==> config.mk <==
export PLATFORM = sky130hd
export DESIGN_NAME = result_select_pipe_flat
export DESIGN_NICKNAME = d
export VERILOG_FILES = /design/src/rtl/res_sel_pkg.sv /design/src/rtl/result_select_pipe_if.sv /design/src/rtl/res_sel_mux.sv /design/src/rtl/result_select_pipe.sv /design/src/flat_wrapper.sv
export SDC_FILE = /design/constraint.sdc
export NUM_CORES = 1
export LEC_CHECK = 0
export BUFFER_PORTS_ARGS = -buffer_cell sky130_fd_sc_hd__buf_2
export CORE_AREA = 2 2 64 66
export DETAILED_ROUTE_END_ITERATION = 10
export DIE_AREA = 0 0 66 68
export GPL_TIMING_DRIVEN = 1
export HOLD_SLACK_MARGIN = 0.05
export PLACE_DENSITY = 0.87
export RECOVER_POWER = 50
export SETUP_SLACK_MARGIN = 0.3
export SKIP_LAST_GASP = 1
export SYNTH_ARGS = -nofsm -noshare
export SYNTH_HDL_FRONTEND = slang
export SYNTH_HIERARCHICAL = 1
export SYNTH_SLANG_ARGS = --single-unit
export TNS_END_PERCENT = 30
==> constraint.sdc <==
create_clock -name clk -period 2.2 [get_ports clk]
set_input_delay 0.44 -clock clk [delete_from_list [all_inputs] [get_ports clk]]
set_output_delay 0.44 -clock clk [all_outputs]
set_load 0.05 [all_outputs]
==> src/rtl/res_sel_pkg.sv <==
// Shared definitions for the result-select pipeline: flag bit positions,
// FSM state encoding and the select-width helper.
package res_sel_pkg;

    localparam int unsigned FLAG_W = 4;
    localparam int unsigned N_BIT  = 3;
    localparam int unsigned Z_BIT  = 2;
    localparam int unsigned V_BIT  = 1;
    localparam int unsigned C_BIT  = 0;

    typedef enum logic [1:0] {
        EMPTY = 2'd0,
        BUSY  = 2'd1,
        FULL  = 2'd2
    } state_e;

    // Width of the channel index: clog2(NUM_CH), but never below one bit.
    function automatic int unsigned sel_width(input int unsigned num_ch);
        return (num_ch <= 2) ? 1 : $clog2(num_ch);
    endfunction

endpackage

==> src/rtl/result_select_pipe_if.sv <==
// Handshake and data bus of the result-select pipeline.
// slave: the pipeline's view; master: the upstream/downstream driver's view.
interface result_select_pipe_if #(
    parameter int unsigned NUM_CH = 2,
    parameter int unsigned DATA_W = 8
);
    import res_sel_pkg::*;

    localparam int unsigned SEL_W = sel_width(NUM_CH);

    logic                       in_valid;
    logic                       in_ready;
    logic [SEL_W-1:0]           sel;
    logic [NUM_CH*DATA_W-1:0]   in_data;
    logic [NUM_CH*FLAG_W-1:0]   in_flags;
    logic                       out_valid;
    logic                       out_ready;
    logic [DATA_W-1:0]          out_data;
    logic [FLAG_W-1:0]          out_flags;
    logic [SEL_W-1:0]           out_ch;
    logic                       sel_err;

    modport slave (
        input  in_valid, sel, in_data, in_flags, out_ready,
        output in_ready, out_valid, out_data, out_flags, out_ch, sel_err
    );

    modport master (
        output in_valid, sel, in_data, in_flags, out_ready,
        input  in_ready, out_valid, out_data, out_flags, out_ch, sel_err
    );

endinterface

==> src/rtl/res_sel_mux.sv <==
// Combinational NUM_CH-way selection of result data and NZVC flags.
// An out-of-range index yields zero data/flags and raises err.
module res_sel_mux
    import res_sel_pkg::*;
#(
    parameter int unsigned NUM_CH = 2,
    parameter int unsigned DATA_W = 8,
    parameter int unsigned SEL_W  = 1
) (
    input  logic [SEL_W-1:0]         sel,
    input  logic [NUM_CH*DATA_W-1:0] in_data,
    input  logic [NUM_CH*FLAG_W-1:0] in_flags,
    output logic [DATA_W-1:0]        data,
    output logic [FLAG_W-1:0]        flags,
    output logic                     err
);

    logic [31:0] sel_idx;

    // Pick the channel addressed by sel; default zero when nothing matches.
    always_comb begin
        sel_idx = 32'(sel);
        data    = '0;
        flags   = '0;
        err     = (sel_idx >= NUM_CH);
        for (int unsigned k = 0; k < NUM_CH; k++) begin
            if (sel_idx == k) begin
                data  = in_data[k*DATA_W +: DATA_W];
                flags = in_flags[k*FLAG_W +: FLAG_W];
            end
        end
    end

endmodule

==> src/rtl/result_select_pipe.sv <==
// Result-select pipeline: picks one channel's result and flags per accepted
// beat, buffers it in a two-entry skid buffer, and tracks an NZVC status
// register updated on every output transfer.
// Optional feature: define RES_SEL_STICKY_EN to make status V/C sticky
// (cleared by sticky_clr).
module result_select_pipe
    import res_sel_pkg::*;
#(
    parameter int unsigned NUM_CH = 2,
    parameter int unsigned DATA_W = 8
) (
    input  logic                clk,
    input  logic                rst_n,
    input  logic                sticky_clr,
    output logic [FLAG_W-1:0]   status_nzvc,
    result_select_pipe_if.slave bus
);

    localparam int unsigned SEL_W = sel_width(NUM_CH);

    logic [DATA_W-1:0] mux_data;
    logic [FLAG_W-1:0] mux_flags;
    logic              mux_err;

    res_sel_mux #(
        .NUM_CH (NUM_CH),
        .DATA_W (DATA_W),
        .SEL_W  (SEL_W)
    ) u_mux (
        .sel      (bus.sel),
        .in_data  (bus.in_data),
        .in_flags (bus.in_flags),
        .data     (mux_data),
        .flags    (mux_flags),
        .err      (mux_err)
    );

    state_e            state_q,      state_d;
    logic              in_ready_q,   in_ready_d;
    logic              out_valid_q,  out_valid_d;
    logic [DATA_W-1:0] main_data_q,  main_data_d;
    logic [FLAG_W-1:0] main_flags_q, main_flags_d;
    logic [SEL_W-1:0]  main_ch_q,    main_ch_d;
    logic              main_err_q,   main_err_d;
    logic [DATA_W-1:0] skid_data_q,  skid_data_d;
    logic [FLAG_W-1:0] skid_flags_q, skid_flags_d;
    logic [SEL_W-1:0]  skid_ch_q,    skid_ch_d;
    logic              skid_err_q,   skid_err_d;
    logic [FLAG_W-1:0] status_q,     status_d;

    logic accept;
    logic xfer;

    assign accept = bus.in_valid && in_ready_q;
    assign xfer   = out_valid_q && bus.out_ready;

    // Skid-buffer next state: main drives the outputs, skid absorbs the one
    // beat accepted while the output is stalled.
    always_comb begin
        state_d      = state_q;
        main_data_d  = main_data_q;
        main_flags_d = main_flags_q;
        main_ch_d    = main_ch_q;
        main_err_d   = main_err_q;
        skid_data_d  = skid_data_q;
        skid_flags_d = skid_flags_q;
        skid_ch_d    = skid_ch_q;
        skid_err_d   = skid_err_q;
        unique case (state_q)
            EMPTY: begin
                if (accept) begin
                    main_data_d  = mux_data;
                    main_flags_d = mux_flags;
                    main_ch_d    = bus.sel;
                    main_err_d   = mux_err;
                    state_d      = BUSY;
                end
            end
            BUSY: begin
                if (accept && xfer) begin
                    main_data_d  = mux_data;
                    main_flags_d = mux_flags;
                    main_ch_d    = bus.sel;
                    main_err_d   = mux_err;
                end else if (accept) begin
                    skid_data_d  = mux_data;
                    skid_flags_d = mux_flags;
                    skid_ch_d    = bus.sel;
                    skid_err_d   = mux_err;
                    state_d      = FULL;
                end else if (xfer) begin
                    state_d      = EMPTY;
                end
            end
            FULL: begin
                if (xfer) begin
                    main_data_d  = skid_data_q;
                    main_flags_d = skid_flags_q;
                    main_ch_d    = skid_ch_q;
                    main_err_d   = skid_err_q;
                    state_d      = BUSY;
                end
            end
            default: state_d = EMPTY;
        endcase
        in_ready_d  = (state_d != FULL);
        out_valid_d = (state_d != EMPTY);
    end

    // Status register: loads the transferred flags; V/C optionally sticky.
    always_comb begin
        status_d = status_q;
        if (xfer) begin
            status_d = main_flags_q;
        end
`ifdef RES_SEL_STICKY_EN
        if (xfer && !sticky_clr) begin
            status_d[V_BIT] = status_q[V_BIT] | main_flags_q[V_BIT];
            status_d[C_BIT] = status_q[C_BIT] | main_flags_q[C_BIT];
        end else if (!xfer && sticky_clr) begin
            status_d[V_BIT] = 1'b0;
            status_d[C_BIT] = 1'b0;
        end
`endif
    end

`ifndef RES_SEL_STICKY_EN
    logic unused_sticky_clr;
    assign unused_sticky_clr = sticky_clr;
`endif

    // FSM and all registered state, asynchronously cleared.
    always_ff @(posedge clk or negedge rst_n) begin
        if (!rst_n) begin
            state_q      <= EMPTY;
            in_ready_q   <= 1'b1;
            out_valid_q  <= 1'b0;
            main_data_q  <= '0;
            main_flags_q <= '0;
            main_ch_q    <= '0;
            main_err_q   <= 1'b0;
            skid_data_q  <= '0;
            skid_flags_q <= '0;
            skid_ch_q    <= '0;
            skid_err_q   <= 1'b0;
            status_q     <= '0;
        end else begin
            state_q      <= state_d;
            in_ready_q   <= in_ready_d;
            out_valid_q  <= out_valid_d;
            main_data_q  <= main_data_d;
            main_flags_q <= main_flags_d;
            main_ch_q    <= main_ch_d;
            main_err_q   <= main_err_d;
            skid_data_q  <= skid_data_d;
            skid_flags_q <= skid_flags_d;
            skid_ch_q    <= skid_ch_d;
            skid_err_q   <= skid_err_d;
            status_q     <= status_d;
        end
    end

    assign bus.in_ready  = in_ready_q;
    assign bus.out_valid = out_valid_q;
    assign bus.out_data  = main_data_q;
    assign bus.out_flags = main_flags_q;
    assign bus.out_ch    = main_ch_q;
    assign bus.sel_err   = main_err_q;
    assign status_nzvc   = status_q;

endmodule

==> src/flat_wrapper.sv <==
// flat-port wrapper written by rule: the top's interface ports become plain ports
module result_select_pipe_flat import res_sel_pkg::*;
#(
    parameter int unsigned NUM_CH = 2,
    parameter int unsigned DATA_W = 8
)
  (clk, rst_n, sticky_clr, status_nzvc, bus_in_valid, bus_sel, bus_in_data, bus_in_flags, bus_out_ready, bus_in_ready, bus_out_valid, bus_out_data, bus_out_flags, bus_out_ch, bus_sel_err);
  result_select_pipe_if #(.NUM_CH(NUM_CH), .DATA_W(DATA_W)) bus_i ();
  input  logic clk;
  input  logic rst_n;
  input  logic sticky_clr;
  output logic [FLAG_W-1:0] status_nzvc;
  input wire logic [$bits(bus_i.in_valid)-1:0] bus_in_valid;
  input wire logic [$bits(bus_i.sel)-1:0] bus_sel;
  input wire logic [$bits(bus_i.in_data)-1:0] bus_in_data;
  input wire logic [$bits(bus_i.in_flags)-1:0] bus_in_flags;
  input wire logic [$bits(bus_i.out_ready)-1:0] bus_out_ready;
  output wire logic [$bits(bus_i.in_ready)-1:0] bus_in_ready;
  output wire logic [$bits(bus_i.out_valid)-1:0] bus_out_valid;
  output wire logic [$bits(bus_i.out_data)-1:0] bus_out_data;
  output wire logic [$bits(bus_i.out_flags)-1:0] bus_out_flags;
  output wire logic [$bits(bus_i.out_ch)-1:0] bus_out_ch;
  output wire logic [$bits(bus_i.sel_err)-1:0] bus_sel_err;
  assign bus_i.in_valid = bus_in_valid;
  assign bus_i.sel = bus_sel;
  assign bus_i.in_data = bus_in_data;
  assign bus_i.in_flags = bus_in_flags;
  assign bus_i.out_ready = bus_out_ready;
  assign bus_in_ready = bus_i.in_ready;
  assign bus_out_valid = bus_i.out_valid;
  assign bus_out_data = bus_i.out_data;
  assign bus_out_flags = bus_i.out_flags;
  assign bus_out_ch = bus_i.out_ch;
  assign bus_sel_err = bus_i.sel_err;
  result_select_pipe #(.NUM_CH(NUM_CH), .DATA_W(DATA_W)) u_core (.clk(clk), .rst_n(rst_n), .sticky_clr(sticky_clr), .status_nzvc(status_nzvc), .bus(bus_i));
endmodule
==> results of run 1 <==
-- kinds of logic after synthesis --
family | share of synthesized area, %
AOI/OAI and AO/OA | 4.33
buffers and inverters | 3.59
DFF | 48.0
muxes | 40.5
other | 0.200
and+or+nand+nor | 3.33
-- stage by stage --
stage,std cells,power (mW),hold WS (ns)
detailed placement,212,3.05,0.490
floorplan,118,2.67,0.144
CTS,220,3.62,0.254
global route,220,3.76,0.285
finish,220,3.58,0.222
global placement,212,2.95,0.481
-- sequential cells by signal, indices dropped and copies added (netlist names) --
name                  count
u_core/bus.out_data       8
u_core/skid_data_q        8
u_core/bus.out_flags      4
u_core/skid_flags_q       4
u_core/status_nzvc        4
u_core/state_q            2
u_core/bus.in_ready       1
u_core/bus.out_ch         1
u_core/bus.out_valid      1
u_core/bus.sel_err        1
u_core/skid_ch_q          1
u_core/skid_err_q         1
-- final cells by class --
type                    instances  area, um2
clock inverters                 2       35.0
flip-flops and latches         36        902
clock buffers                   6       72.6
fillers                       317       1620
multi-input cells              76        908
well taps                      50       62.6
repair buffers                 50        251
-- power by group --
group          internal, mW  switching [mW]  leakage, nW
Sequential             1.00           0.214        0.426
Clock                 0.336           0.232       0.0552
Combinational         0.729            1.07        0.588
Total                  2.07            1.52         1.07
-- final timing paths --
kind	endpoint	from	cells past startpoint	slack [ns]
max	u_core/bus.out_ch	u_core/state_q[1]	3	0.43
min reg2reg	u_core/bus.out_data[6]	u_core/bus.out_data[6]	1	0.51
max reg2reg	u_core/bus.out_ch	u_core/state_q[1]	3	0.43
min	u_core/status_nzvc[0]	rst_n	1	0.22
max in group asynchronous	u_core/state_q[1]	rst_n	1	1.48
min in group clk	u_core/bus.out_data[6]	u_core/bus.out_data[6]	1	0.51
-- critical path: cells and delay by family, from the launching register on --
family | cells | cell delay [ns]
simple gates | 1 | 0.51
mux | 2 | 0.67
flops | 1 | 0.48
-- Yosys cell counts, drive strengths merged --
library cell and n:
nand2b 1, dfstp 1, a21boi 1, nand2 4, nor2b 1, dfrtp 35, o22ai 1, and2 1
and3b 1, a31oi 1, o32ai 1, buf 6, conb 1, o21ai 1, and4 1, a21o 1
mux2 58, a21oi 2
-- routing by layer --
| metal | global-route usage (%) | part of all wire [%] | up-vias | wire length [um] |
|---|---|---|---|---|
| met5 | 0 | 0 | - | 0 |
| met2 | 28.8 | 53 | 32 | 1840 |
| met3 | 4.77 | 5.0 | 6 | 176 |
| met1 | 20.5 | 41 | 575 | 1430 |
| li1 | - | - | 528 | - |
| met4 | 6.12 | 1.5 | 0 | 54 |
==> results_dict.tcl, run 1 <==
set metrics [dict create \
    cp_max_fo 14 \
    drc_errors 0 \
    ir_drop_mv 0.860 \
    grt_pass1_wl_mm 5.61 \
    antenna_found_initial 0 \
    required_ns 2.37 \
    drt-total-wl_mm 3.50 \
    syn-instance-count 118 \
    status "complete, no violations" \
    dieHeight_um 68 \
    finalMaxSlewViolations 0 \
    core-area_um2 3860 \
    clk_pin_slew_ns 0.07 \
    slew_headroom_pct 48.1 \
    htreeDepth 2 \
    worstHoldPathType "input pin to async pin" \
    cts_hold_buf 0 \
    grt_usage_pct 16.9 \
    arrival_ns 1.94 \
    post-place-ws_ns 0.348 \
    finalInstanceArea_um2 2230 \
    fmax_mhz 565 \
    cts_resized 0 \
    cts_root_buffer "clkbuf_8" \
    worstSkewPairLatency_ns 0.29 \
    skew_ns 0.00433 \
    nets 199 \
    die_area_um2 4490 \
    ant_nets 0 \
    hold_viol_final 0 \
    clock-sinks 36 \
    dieWidth_um 66 \
    io_pins 50 \
    crit_path_start_kind "flip-flop" \
    syn-num-nets 148 \
    post_cts_buffers 0 \
    tns_ns 0 \
    grt_pass1_vias 1185 \
    cp_cell_sequence "nor2b_4 > mux2_2 > mux2_2" \
    setup_viol 0 \
    cap_violations 0 \
    synth_area_leaders "dfrtp_1, mux2_4, mux2_2, buf_6, o32ai_4" \
    max_stage_delay_ns 0.51 \
    drive_gt1_share_pct 68.8 \
    viasPerCell 5.19 \
    ys_ff_latch 36 \
    drt-initial-drc-count 35 \
    grt_setup_unrepaired "false" \
    yosysUniqueCellTypes 22 \
    drt-wirelength-per-cell_um 15.9 \
    worstSetupPathType "flip-flop to flip-flop" \
    syn_to_final_growth_pct 18.8 \
    final_cell_mix "buf_2, dfrtp_1, mux2_2, mux2_4, clkbuf_8" \
    tightestPinTransition_ns 0.778 \
    leakage_nw 1.07 \
    fin_crit_sh_pct 80.4 \
    portBuffers 48 \
    postSynthAreaPerCell_um2 15.9 \
    powerDensity_nw_per_um2 1610 \
    cp-end-kind "flip-flop" \
    mostFrequentLayoutCell "buf_2" \
    synth_area_um2 1880 \
    gr-total-overflow 0 \
    cts_buffer_depth 2 \
    rows 23 \
    cpMaxStageDelayCell "nor2b_4" \
    synth-seq-area-share_pct 48.0 \
    globalplace.congestion 0.730 \
    setup_slack_ns 0.431 \
    final_util_pct 57.9 \
    placed_area_um2 2130 \
    diodes 0 \
    first_pass_iters 4 \
    vias 1141 \
    cts_buffers 5 \
    synth_top_area_share_pct 46.6 \
    start_util_pct 48.7 \
    cts_tree "done" \
    crit_top_cell "mux2_2" \
    yosys_warnings 6 \
    dp_hpwl_mm 2.65 \
    period_minus_slack_ns 1.77 \
    grt_max_degree 37 \
    yosysTopAreaCell "dfrtp_1" \
]
Note: power is estimated with default switching activity, not from simulation.
==> inputs of run 2 (changes only) <==
Settings changed: ABC_AREA from default to 1, CORE_AREA 2 2 64 66 to 2 2 65 67, DIE_AREA 0 0 66 68 to 0 0 67 69, PLACE_DENSITY 0.87 to 0.86.
Clock period 2.2 ns to 1.51 ns, I/O delays scaled along.
==> results_dict.tcl, run 2 <==
set metrics [dict create \
    status "complete, no violations" \
    leakage_nw 1.32 \
    cts_buffers 5 \
    dieHeight_um 69 \
    placed_area_um2 2100 \
    antenna_found_initial 0 \
    cp-end-kind "flip-flop" \
    vias 1696 \
    fin_crit_sh_pct 87.4 \
    ant_nets 0 \
    globalplace.congestion 0.779 \
    syn-num-nets 277 \
    drt-wirelength-per-cell_um 11.6 \
    ys_ff_latch 36 \
    yosysTopAreaCell "dfrtp_1" \
    rows 23 \
    post-place-ws_ns 0.233 \
    io_pins 50 \
    ir_drop_mv 0.677 \
    drt-initial-drc-count 115 \
    synth_area_leaders "dfrtp_1, nand2_1, nand3_1, buf_2, buf_4" \
    htreeDepth 2 \
    syn-instance-count 247 \
    grt_pass1_wl_mm 6.93 \
    portBuffers 48 \
    cts_tree "done" \
    synth-seq-area-share_pct 50.0 \
    dieWidth_um 67 \
    hold_viol_final 0 \
    fmax_mhz 758 \
    power_mw 4.90 \
    final.fill_count 372 \
    worstHoldPathType "input pin to flip-flop" \
    setup_viol 0 \
    worstSetupPathType "flip-flop to flip-flop" \
    viasPerCell 4.86 \
    arrival_ns 1.50 \
    period_minus_slack_ns 1.32 \
    synth_common_cells "nand2_1, nand3_1, dfrtp_1, buf_2" \
    dp_cells 339 \
    ys.flop_type "dfrtp_1" \
    yosysUniqueCellTypes 18 \
    synthArstFlopShare_pct 100 \
    finalInstanceArea_um2 2250 \
    crit_path_start_kind "flip-flop" \
    syn_to_final_growth_pct 24.9 \
    post_cts_buffers 0 \
    clk_pin_slew_ns 0.07 \
    synth_top_area_share_pct 48.6 \
    synth.most_common_cell "nand2_1" \
    gr-total-overflow 0 \
    drt-total-wl_mm 4.04 \
    first_pass_iters 5 \
    drc_errors 0 \
    skew_ns 0.00360 \
    required_ns 1.69 \
    grt_pass1_vias 1492 \
    cts_root_buffer "clkbuf_8" \
    cap_violations 0 \
    grt_setup_unrepaired "true" \
    grt_usage_pct 19.4 \
    final_util_pct 57.5 \
    powerDensity_nw_per_um2 2180 \
    synth_area_um2 1800 \
    synth-edff-count 0 \
    drive_gt1_share_pct 25.4 \
    clock-sinks 36 \
    cp_max_fo 8 \
    finalMaxSlewViolations 0 \
    nets 328 \
    setup_slack_ns 0.190 \
    start_util_pct 46.1 \
    dp_hpwl_mm 2.84 \
    final_cell_mix "nand2_1, buf_2, nand3_1" \
    grt_max_degree 20 \
    tns_ns 0 \
    holdWs_ns 0.361 \
    fin_cells 349 \
    yosys_warnings 6 \
    postSynthAreaPerCell_um2 7.30 \
    diodes 0 \
    die_area_um2 4620 \
    worstSkewPairLatency_ns 0.29 \
    cts_buffer_depth 2 \
    mostFrequentLayoutCell "nand2_1" \
    core-area_um2 3910 \
]
## run 2: power by group
part	leakage, nW	internal, mW	switching, mW
Combinational	0.827	0.672	1.86
Sequential	0.448	1.41	0.266
Clock	0.0455	0.372	0.327
Total	1.32	2.46	2.45
## run 2: cell type report
type | instances | area, um2 | share of cell area (%)
Sequential cell | 36 | 905 | 40.2
Multi-Input combinational cell | 190 | 822 | 36.5
Timing Repair Buffer | 56 | 333 | 14.8
Clock buffer | 8 | 90.1 | 4.00
Tap cell | 50 | 62.6 | 2.78
Inverter | 8 | 32.5 | 1.44
Timing Repair inverter | 1 | 7.51 | 0.333
## run 2: worst max-delay path: stages, from the launching register on
cell and delay [ns]:
dfrtp_2 0.49, inv_2 0.10, nand2_4 0.06, nand2_1 0.21, clkinvlp_4 0.20, nand3_1 0.10
nand2_1 0.05
## run 2: metal layers
layer  vias to the layer above  share of wire, %  routed length, um  global-route usage, %
met1                       758                44               1790                   25.7
met4                         0               1.8                 74                   6.80
met5                         -                 0                  0                      0
li1                        876                 -                  -                      -
met2                        57                48               1940                   30.3
met3                         5               5.7                231                   5.06
## run 2: final timing paths
check	slack, ns	end	depth (start not counted)	startpoint
worst max-delay path	0.19	u_core/bus.out_data[4]	6	u_core/state_q[1]
worst min-delay path	0.36	u_core/skid_flags_q[3]	5	bus_in_flags[3]
worst max register to register	0.19	u_core/bus.out_data[4]	6	u_core/state_q[1]
worst min register to register	0.47	u_core/skid_data_q[5]	2	u_core/skid_data_q[5]
max in group asynchronous	0.54	u_core/state_q[1]	3	rst_n
min in group asynchronous	0.50	u_core/bus.sel_err	2	rst_n
## run 2: cells by family after synthesis
logic type	Yosys count	share of synthesized area (%)
and+or+nand+nor	185	42.2
other	1	0.208
buffers and inverters	21	6.11
DFF	36	50.0
AOI/OAI and AO/OA	4	1.46
## run 2: timing repair
action / CTS / global route
cloned: 1 / 0
setup endpoints to repair: 29 / 51
resized for setup: 8 / 5
hold endpoints to repair: 16 / 0
pin swaps: 1 / 0
hold buffers: 1 / 0
